## config.mk

```make
export PLATFORM = sky130hd
export DESIGN_NAME = demux_1_2_buf_flat
export DESIGN_NICKNAME = d
export VERILOG_FILES = /design/src/rtl/demux_1_2_buf_if.sv /design/src/rtl/demux_1_2_buf.sv /design/src/flat_wrapper.sv
export SDC_FILE = /design/constraint.sdc
export NUM_CORES = 1
export LEC_CHECK = 0
export ABC_AREA = 0
export CAP_MARGIN = 20
export CORE_MARGIN = 3
export CORE_UTILIZATION = 55
export DETAILED_ROUTE_END_ITERATION = 6
export GPL_TIMING_DRIVEN = 0
export PLACE_DENSITY = 0.84
export RECOVER_POWER = 25
export SLEW_MARGIN = 10
export SYNTH_ARGS = -nofsm -noshare
export SYNTH_HDL_FRONTEND = slang
export SYNTH_SLANG_ARGS = --single-unit
```

## constraint.sdc

```tcl
create_clock -name clk -period 4.1 [get_ports clk]
set_clock_uncertainty 0.15 [all_clocks]
set_input_delay 0.82 -clock clk [delete_from_list [all_inputs] [get_ports clk]]
set_output_delay 0.82 -clock clk [all_outputs]
set_load 0.03 [all_outputs]
```

## src/rtl/demux_1_2_buf_if.sv

```systemverilog
// Handshake bundle for demux_1_2_buf: one valid/ready source, two valid/ready sinks
// and the per-sink accepted-word counters.
interface demux_1_2_buf_if #(
  parameter int unsigned WIDTH = 24,
  parameter int unsigned CNTW  = 8
);
  logic             enb;
  logic [0:WIDTH-1] a;
  logic             sel;
  logic             a_valid;
  logic             a_ready;
  logic [0:WIDTH-1] y0;
  logic             y0_valid;
  logic             y0_ready;
  logic [0:WIDTH-1] y1;
  logic             y1_valid;
  logic             y1_ready;
  logic [CNTW-1:0]  cnt0;
  logic [CNTW-1:0]  cnt1;

  modport master (
    output enb, a, sel, a_valid, y0_ready, y1_ready,
    input  a_ready, y0, y0_valid, y1, y1_valid, cnt0, cnt1
  );

  modport slave (
    input  enb, a, sel, a_valid, y0_ready, y1_ready,
    output a_ready, y0, y0_valid, y1, y1_valid, cnt0, cnt1
  );
endinterface

```

## src/rtl/demux_1_2_buf.sv

```systemverilog
// Registered 1-to-2 demultiplexer: each accepted word is queued in the FIFO of the
// sink chosen by sel; the two FIFOs drain independently.
module demux_1_2_buf #(
  parameter int unsigned WIDTH = 24,
  parameter int unsigned DEPTH = 2,
  parameter int unsigned CNTW  = 8
) (
  input logic            clk,
  input logic            rst,
  demux_1_2_buf_if.slave bus
);
  localparam int unsigned AW = $clog2(DEPTH);

  logic [0:WIDTH-1] r_mem [2][DEPTH];
  logic [AW:0]      r_wp  [2];
  logic [AW:0]      r_rp  [2];
  logic [CNTW-1:0]  r_cnt [2];

  logic [1:0] w_full;
  logic [1:0] w_empty;
  logic [1:0] w_push;
  logic [1:0] w_pop;
  logic [1:0] w_dst;
  logic       w_ready;

  // Pointers carry an extra wrap bit so DEPTH+1 occupancy states are distinguishable.
  always_comb begin
    w_full  = '0;
    w_empty = '0;
    for (int unsigned i = 0; i < 2; i++) begin
      w_empty[i] = (r_wp[i] == r_rp[i]);
      w_full[i]  = (r_wp[i][AW] != r_rp[i][AW]) &&
                   (r_wp[i][AW-1:0] == r_rp[i][AW-1:0]);
    end
    w_dst   = {bus.sel, ~bus.sel};
    w_ready = bus.enb & ~rst & ~w_full[bus.sel];
    w_push  = {2{bus.a_valid & w_ready}} & w_dst;
    w_pop   = {bus.y1_ready, bus.y0_ready} & ~w_empty;
  end

  always_ff @(posedge clk) begin
    if (rst) begin
      for (int unsigned i = 0; i < 2; i++) begin
        r_wp[i]  <= '0;
        r_rp[i]  <= '0;
        r_cnt[i] <= '0;
      end
    end else begin
      for (int unsigned i = 0; i < 2; i++) begin
        if (w_push[i]) begin
          r_wp[i]  <= r_wp[i] + {{AW{1'b0}}, 1'b1};
          r_cnt[i] <= r_cnt[i] + {{(CNTW-1){1'b0}}, 1'b1};
        end
        if (w_pop[i]) begin
          r_rp[i] <= r_rp[i] + {{AW{1'b0}}, 1'b1};
        end
      end
    end
  end

  // Storage needs no reset: heads are masked to zero while a FIFO is empty.
  always_ff @(posedge clk) begin
    for (int unsigned i = 0; i < 2; i++) begin
      if (w_push[i]) begin
        r_mem[i][r_wp[i][AW-1:0]] <= bus.a;
      end
    end
  end

  always_comb begin
    bus.a_ready  = w_ready;
    bus.y0_valid = ~w_empty[0];
    bus.y1_valid = ~w_empty[1];
    bus.y0       = w_empty[0] ? '0 : r_mem[0][r_rp[0][AW-1:0]];
    bus.y1       = w_empty[1] ? '0 : r_mem[1][r_rp[1][AW-1:0]];
    bus.cnt0     = r_cnt[0];
    bus.cnt1     = r_cnt[1];
  end
endmodule

```

## src/flat_wrapper.sv

```systemverilog
// flat-port wrapper written by rule: the top's interface ports become plain ports
module demux_1_2_buf_flat 
#(
  parameter int unsigned WIDTH = 24,
  parameter int unsigned DEPTH = 2,
  parameter int unsigned CNTW  = 8
)
  (clk, rst, bus_enb, bus_a, bus_sel, bus_a_valid, bus_y0_ready, bus_y1_ready, bus_a_ready, bus_y0, bus_y0_valid, bus_y1, bus_y1_valid, bus_cnt0, bus_cnt1);
  demux_1_2_buf_if #(.WIDTH(WIDTH), .CNTW(CNTW)) bus_i ();
  input logic clk;
  input logic rst;
  input wire logic [$bits(bus_i.enb)-1:0] bus_enb;
  input wire logic [$bits(bus_i.a)-1:0] bus_a;
  input wire logic [$bits(bus_i.sel)-1:0] bus_sel;
  input wire logic [$bits(bus_i.a_valid)-1:0] bus_a_valid;
  input wire logic [$bits(bus_i.y0_ready)-1:0] bus_y0_ready;
  input wire logic [$bits(bus_i.y1_ready)-1:0] bus_y1_ready;
  output wire logic [$bits(bus_i.a_ready)-1:0] bus_a_ready;
  output wire logic [$bits(bus_i.y0)-1:0] bus_y0;
  output wire logic [$bits(bus_i.y0_valid)-1:0] bus_y0_valid;
  output wire logic [$bits(bus_i.y1)-1:0] bus_y1;
  output wire logic [$bits(bus_i.y1_valid)-1:0] bus_y1_valid;
  output wire logic [$bits(bus_i.cnt0)-1:0] bus_cnt0;
  output wire logic [$bits(bus_i.cnt1)-1:0] bus_cnt1;
  assign bus_i.enb = bus_enb;
  assign bus_i.a = bus_a;
  assign bus_i.sel = bus_sel;
  assign bus_i.a_valid = bus_a_valid;
  assign bus_i.y0_ready = bus_y0_ready;
  assign bus_i.y1_ready = bus_y1_ready;
  assign bus_a_ready = bus_i.a_ready;
  assign bus_y0 = bus_i.y0;
  assign bus_y0_valid = bus_i.y0_valid;
  assign bus_y1 = bus_i.y1;
  assign bus_y1_valid = bus_i.y1_valid;
  assign bus_cnt0 = bus_i.cnt0;
  assign bus_cnt1 = bus_i.cnt1;
  demux_1_2_buf #(.WIDTH(WIDTH), .DEPTH(DEPTH), .CNTW(CNTW)) u_core (.clk(clk), .rst(rst), .bus(bus_i));
endmodule
```

# Word-level counts from Yosys, hierarchy flattened
# Memory sizes are Yosys's and may differ from the RTL's.
# Cells that the tools add are included.
# word_totals
reg_bits	0
ramBits	120
input_bits	31
out_inout_bits	67
wordCells	88
n_memories	4
# op_classes
addsub	6
n_lt_le_gt_ge	7
n_eq_ne	6
mux	39
bitwise_logic	21
reduce_logical	5
# memory_table
name	words	word_bits	rd	rd_clocked_by_memory_dff	wr	line	source
u_core.r_mem	2	48	2	0	1	demux_1_2_buf.sv:14	logic [0:WIDTH-1] r_mem [2][DEPTH];
u_core.r_cnt	2	8	2	0	2	demux_1_2_buf.sv:17	logic [CNTW-1:0] r_cnt [2];
u_core.r_rp	2	2	2	0	2	demux_1_2_buf.sv:16	logic [AW:0] r_rp [2];
u_core.r_wp	2	2	2	0	2	demux_1_2_buf.sv:15	logic [AW:0] r_wp [2];
# op_table
operator	n
2-to-1 mux 24 bit	10
2-to-1 mux 48 bit	4
demux 24 bit (select 1 bit)	2
OR reduction 48 bit	1
2-to-1 mux 1 bit	17
adder 8 x 1 -> 8 bit (second input constant)	2
2-to-1 mux 8 bit	2
adder 2 x 1 -> 2 bit (second input constant)	4
greater-or-equal comparator 2 bit (second input constant)	4
2-to-1 mux 2 bit	4
inverter 1 -> 2 bit	4
bitwise OR 1 bit	6
inverter 1 bit	5
bitwise AND 2 bit	2
== test 2 bit	2
logical AND 1 bit	4
less-than comparator 2 x 1 -> 1 bit (second input constant)	2
bitwise AND 1 bit	3
== test 1 bit	2
less-than comparator 1 x 2 -> 1 bit (second input constant)	1
inequality test 1 bit	2
inverter 2 bit	1

# Depth between registers and ports, before layout
# Gate-level depths: netlist (run 1).
# depth
depth_word	12
depth_mapped	5
depth_no_buf	4

# Least setup slack after synthesis (run 1)
# Ideal clock, no wire load.
# synth_path
path_type	input to register
start	in rst
end	mem u_core.r_mem[0][48] (netlist bit) (enable)
setup_ps	405
t_arrival_ps	2481
required_time_ps	3545
setup_slack_ps	1064
path_stages	5
path_buffers	2
path_cell_list	buf_2 > and4b_1 > o21ai_1 > buf_2 > nor2_1
# synth_between
elab_chain_len	9
word_cells_on_any_way	12
classes_between	mux: 6; bitwise: 5; reduce/logical: 1
# synth_rtl
element	line	source
from (decl)	flat_wrapper.sv:11	input logic rst;
inverter 1 bit *	demux_1_2_buf.sv:36	w_ready = bus.enb & ~rst & ~w_full[bus.sel];
bitwise AND 1 bit * (2 in series)	demux_1_2_buf.sv:36	
bitwise AND 1 bit *	demux_1_2_buf.sv:37	w_push = {2{bus.a_valid & w_ready}} & w_dst;
bitwise AND 2 bit *	demux_1_2_buf.sv:37	
2-to-1 mux 1 bit	demux_1_2_buf.sv:64	if (w_push[i]) begin
2-to-1 mux 48 bit (implied by the code)	demux_1_2_buf.sv:65	r_mem[i][r_wp[i][AW-1:0]] <= bus.a;
OR reduction 48 bit (no line)	n/a	
2-to-1 mux 1 bit (no line) or 2-to-1 mux 48 bit (tied branches)	n/a	
to (decl)	demux_1_2_buf.sv:14	
# Every way passes the cells marked *; elsewhere a longest branch is shown, timed or not.

==> run metrics, run 1 <==
die area 10100 µm²; RSZ-0062 raised after global routing false; Final WS setup 0.301 ns; H-tree levels 4; Vert. Die Dim 101 µm; FILL cells 481; first-pass GRT wire length 17.5 mm; CORE AREA 8460 µm²; WL final 11.2 mm; setup TNS 0 ns; status finished clean; Hold Path Class flip-flop to flip-flop; FF/Latch Area 3600 µm²; layout cells sized above 1 11.5%; DR vias/cell 5.68; max-cap viol count 0; Synth Net Count 356; dpl ws 0.779 ns; maximum clock insertion buffer count 2; Leakage 2.31 nW; final estimated routing congestion in global placement 0.770; post-CTS sizing 0; P per Cell Area 565 nW/µm²; number of CTS-inserted buffers 17; layout net count 472; WHS 0.506 ns; Worst Path Arrival 2.83 ns; Pre-antenna DRT Iters 5; I/O Pins 98; share of async-settable or async-resettable flops after synthesis 0%; DPL Wire Length 6.83 mm; initial core utilization 58.3%; Clk Tree Root Cell clkbuf_8; vias in the first global route 3303; port bufs 97; nature of the critical path endpoint primary output; initial antenna violation count 1; Hold Vio Cnt, Final 0; TritonCTS clock tree yes; Seq/Total Area, Yosys 73.0%; crit start category flip-flop; Post-CTS Setup Repair Bufs 0; Routed Antenna Nets 0; CTS hold repair buffers 0; Clk pin slew, worst setup/hold paths 0.06 ns; worst-skew pair later-pin latency 0.53 ns; antenna cells 0; Post-synth EDFFs 120; f_max 263 MHz; Vias 3163; most common cell after layout, fill and taps aside edfxtp_1; Syn Inst Count 323; Netlist cell types 25; Setup violations, final 0; most frequent cells in the layout edfxtp_1, clkdlybuf4s50_1, nor2_1; Avg Cell Area, Syn 15.3 µm²; critical path class flip-flop to primary output; Area Growth Syn to Fin 34.0%; multi-input logic area 1260 µm²; wire per inst 20.1 µm; fin crit period 3.80 ns; Die W 101 µm; synth warn 0; Post-synth top flop edfxtp_1; Worst VDD drop 0.393 mV; clk sinks 120; Residual DRC 0; Cell Area, Synth 4930 µm²; Tcrit/Tclk final 92.7%; Slew Limit Headroom 35.7%; measured slew at the worst slew-check pin 0.962 ns; Max Slew Vio Count 0; row cnt 33; total gr overflow 0; Final Util 78.1%; CP required 3.13 ns; Tot GR Track Use 23.3%; count of state elements after synthesis 120; crit path max fanout 10; initial DRC count 129; largest net degree at the start of global routing 25
power by group:
part / internal, mW / switching (mW)
Sequential: 1.40 / 0.0322
Combinational: 0.365 / 0.578
Clock: 0.766 / 0.596
Total: 2.53 / 1.21
routing by layer:
layer  routed length, µm  vias to the layer above  GRT usage, %
met1                4540                     1561          28.8
met5                  13                        -             0
met4                 116                        2          6.01
met3                 869                       15          9.13
li1                    -                     1443             -
met2                5650                      142          38.4
metrics by stage:
step | instance area [µm²] | instances | total power, mW
global placement | 6040 | 525 | 2.38
floorplan | 4930 | 323 | 2.00
detailed placement | 6070 | 525 | 2.39
global route | 6610 | 557 | 3.86
finish | 6610 | 557 | 3.74
CTS | 6610 | 557 | 3.75
sequential cells by signal, indices dropped and copies added (netlist names):
signal	count
u_core.r_mem	96
u_core.r_cnt	16
u_core.r_rp	4
u_core.r_wp	4
cells by family (layout without fill, tap and decap cells):
| kind of cell | after synthesis | in the layout | share of synthesized area [%] |
|---|---|---|---|
| AOI/OAI and AO/OA | 39 | 39 | 4.72 |
| muxes | 48 | 48 | 9.74 |
| DFF | 120 | 120 | 73.0 |
| and+or+nand+nor | 78 | 78 | 6.92 |
| xor gates and xnor gates | 16 | 16 | 2.99 |
| buffers and inverters | 20 | 149 | 2.08 |
| adders and majority gates | 2 | 2 | 0.507 |
final timing paths:
kind / startpoint / to / slack [ns] / cells past startpoint
max: u_core.r_rp[0][2]$_SDFFCE_PN0P_ / bus_y1[15] / 0.30 / 6
min: u_core.r_cnt[0][0]$_SDFFCE_PN0P_ / u_core.r_cnt[0][0]$_SDFFCE_PN0P_ / 0.51 / 1
max reg2reg: u_core.r_wp[0][0]$_SDFFCE_PN0P_ / u_core.r_mem[0][31]$_DFFE_PP_ / 1.65 / 4
min reg2reg: u_core.r_cnt[0][0]$_SDFFCE_PN0P_ / u_core.r_cnt[0][0]$_SDFFCE_PN0P_ / 0.51 / 1
synthesized netlist by cell type (2+ instances only):
cell	number	area share, %
a21boi_0	2	0.30
a211oi_1	4	0.61
nand2b_1	3	0.38
edfxtp_1	120	73
nand4_1	2	0.25
xnor2_1	9	1.6
inv_1	5	0.38
o21bai_1	3	0.46
ha_1	2	0.51
buf_2	13	1.3
nand3_1	7	0.71
o21ai_1	3	0.30
or3_1	6	0.76
xor2_1	6	1.1
mux2i_1	48	9.7
a21oi_1	13	1.3
o21ai_0	8	0.81
a22oi_1	6	0.91
nor2_1	54	4.1
nand2_1	4	0.30
critical path: stages (launching register included):
cell and delay (ns):
edfxtp_1 0.39, buf_6 0.17, xor2_2 0.20, nor2_1 0.46, buf_2 0.35, nor2_1 0.10
clkdlybuf4s50_1 0.62
final cells by class:
class | instances | share of cell area (%)
Clock buffer | 17 | 6.26
Timing Repair Buffer | 97 | 14.7
Buffer | 15 | 1.27
Inverter | 5 | 0.284
Clock inverter | 15 | 2.01
Multi-Input combinational cell | 183 | 19.0
Sequential cell | 120 | 54.5
Tap cell | 105 | 1.99
Power figures use the tool's default switching activity.
==> inputs of run 2 (changes only) <==
--- a/config.mk
+++ b/config.mk
@@ -9,6 +9,7 @@
 export CAP_MARGIN = 20
 export CORE_MARGIN = 3
 export CORE_UTILIZATION = 55
+export CTS_CLUSTER_DIAMETER = 50
 export DETAILED_ROUTE_END_ITERATION = 6
 export GPL_TIMING_DRIVEN = 0
 export PLACE_DENSITY = 0.84
==> results of run 2 <==
The final DEF is identical to that of run 1; final timing and power are the same.
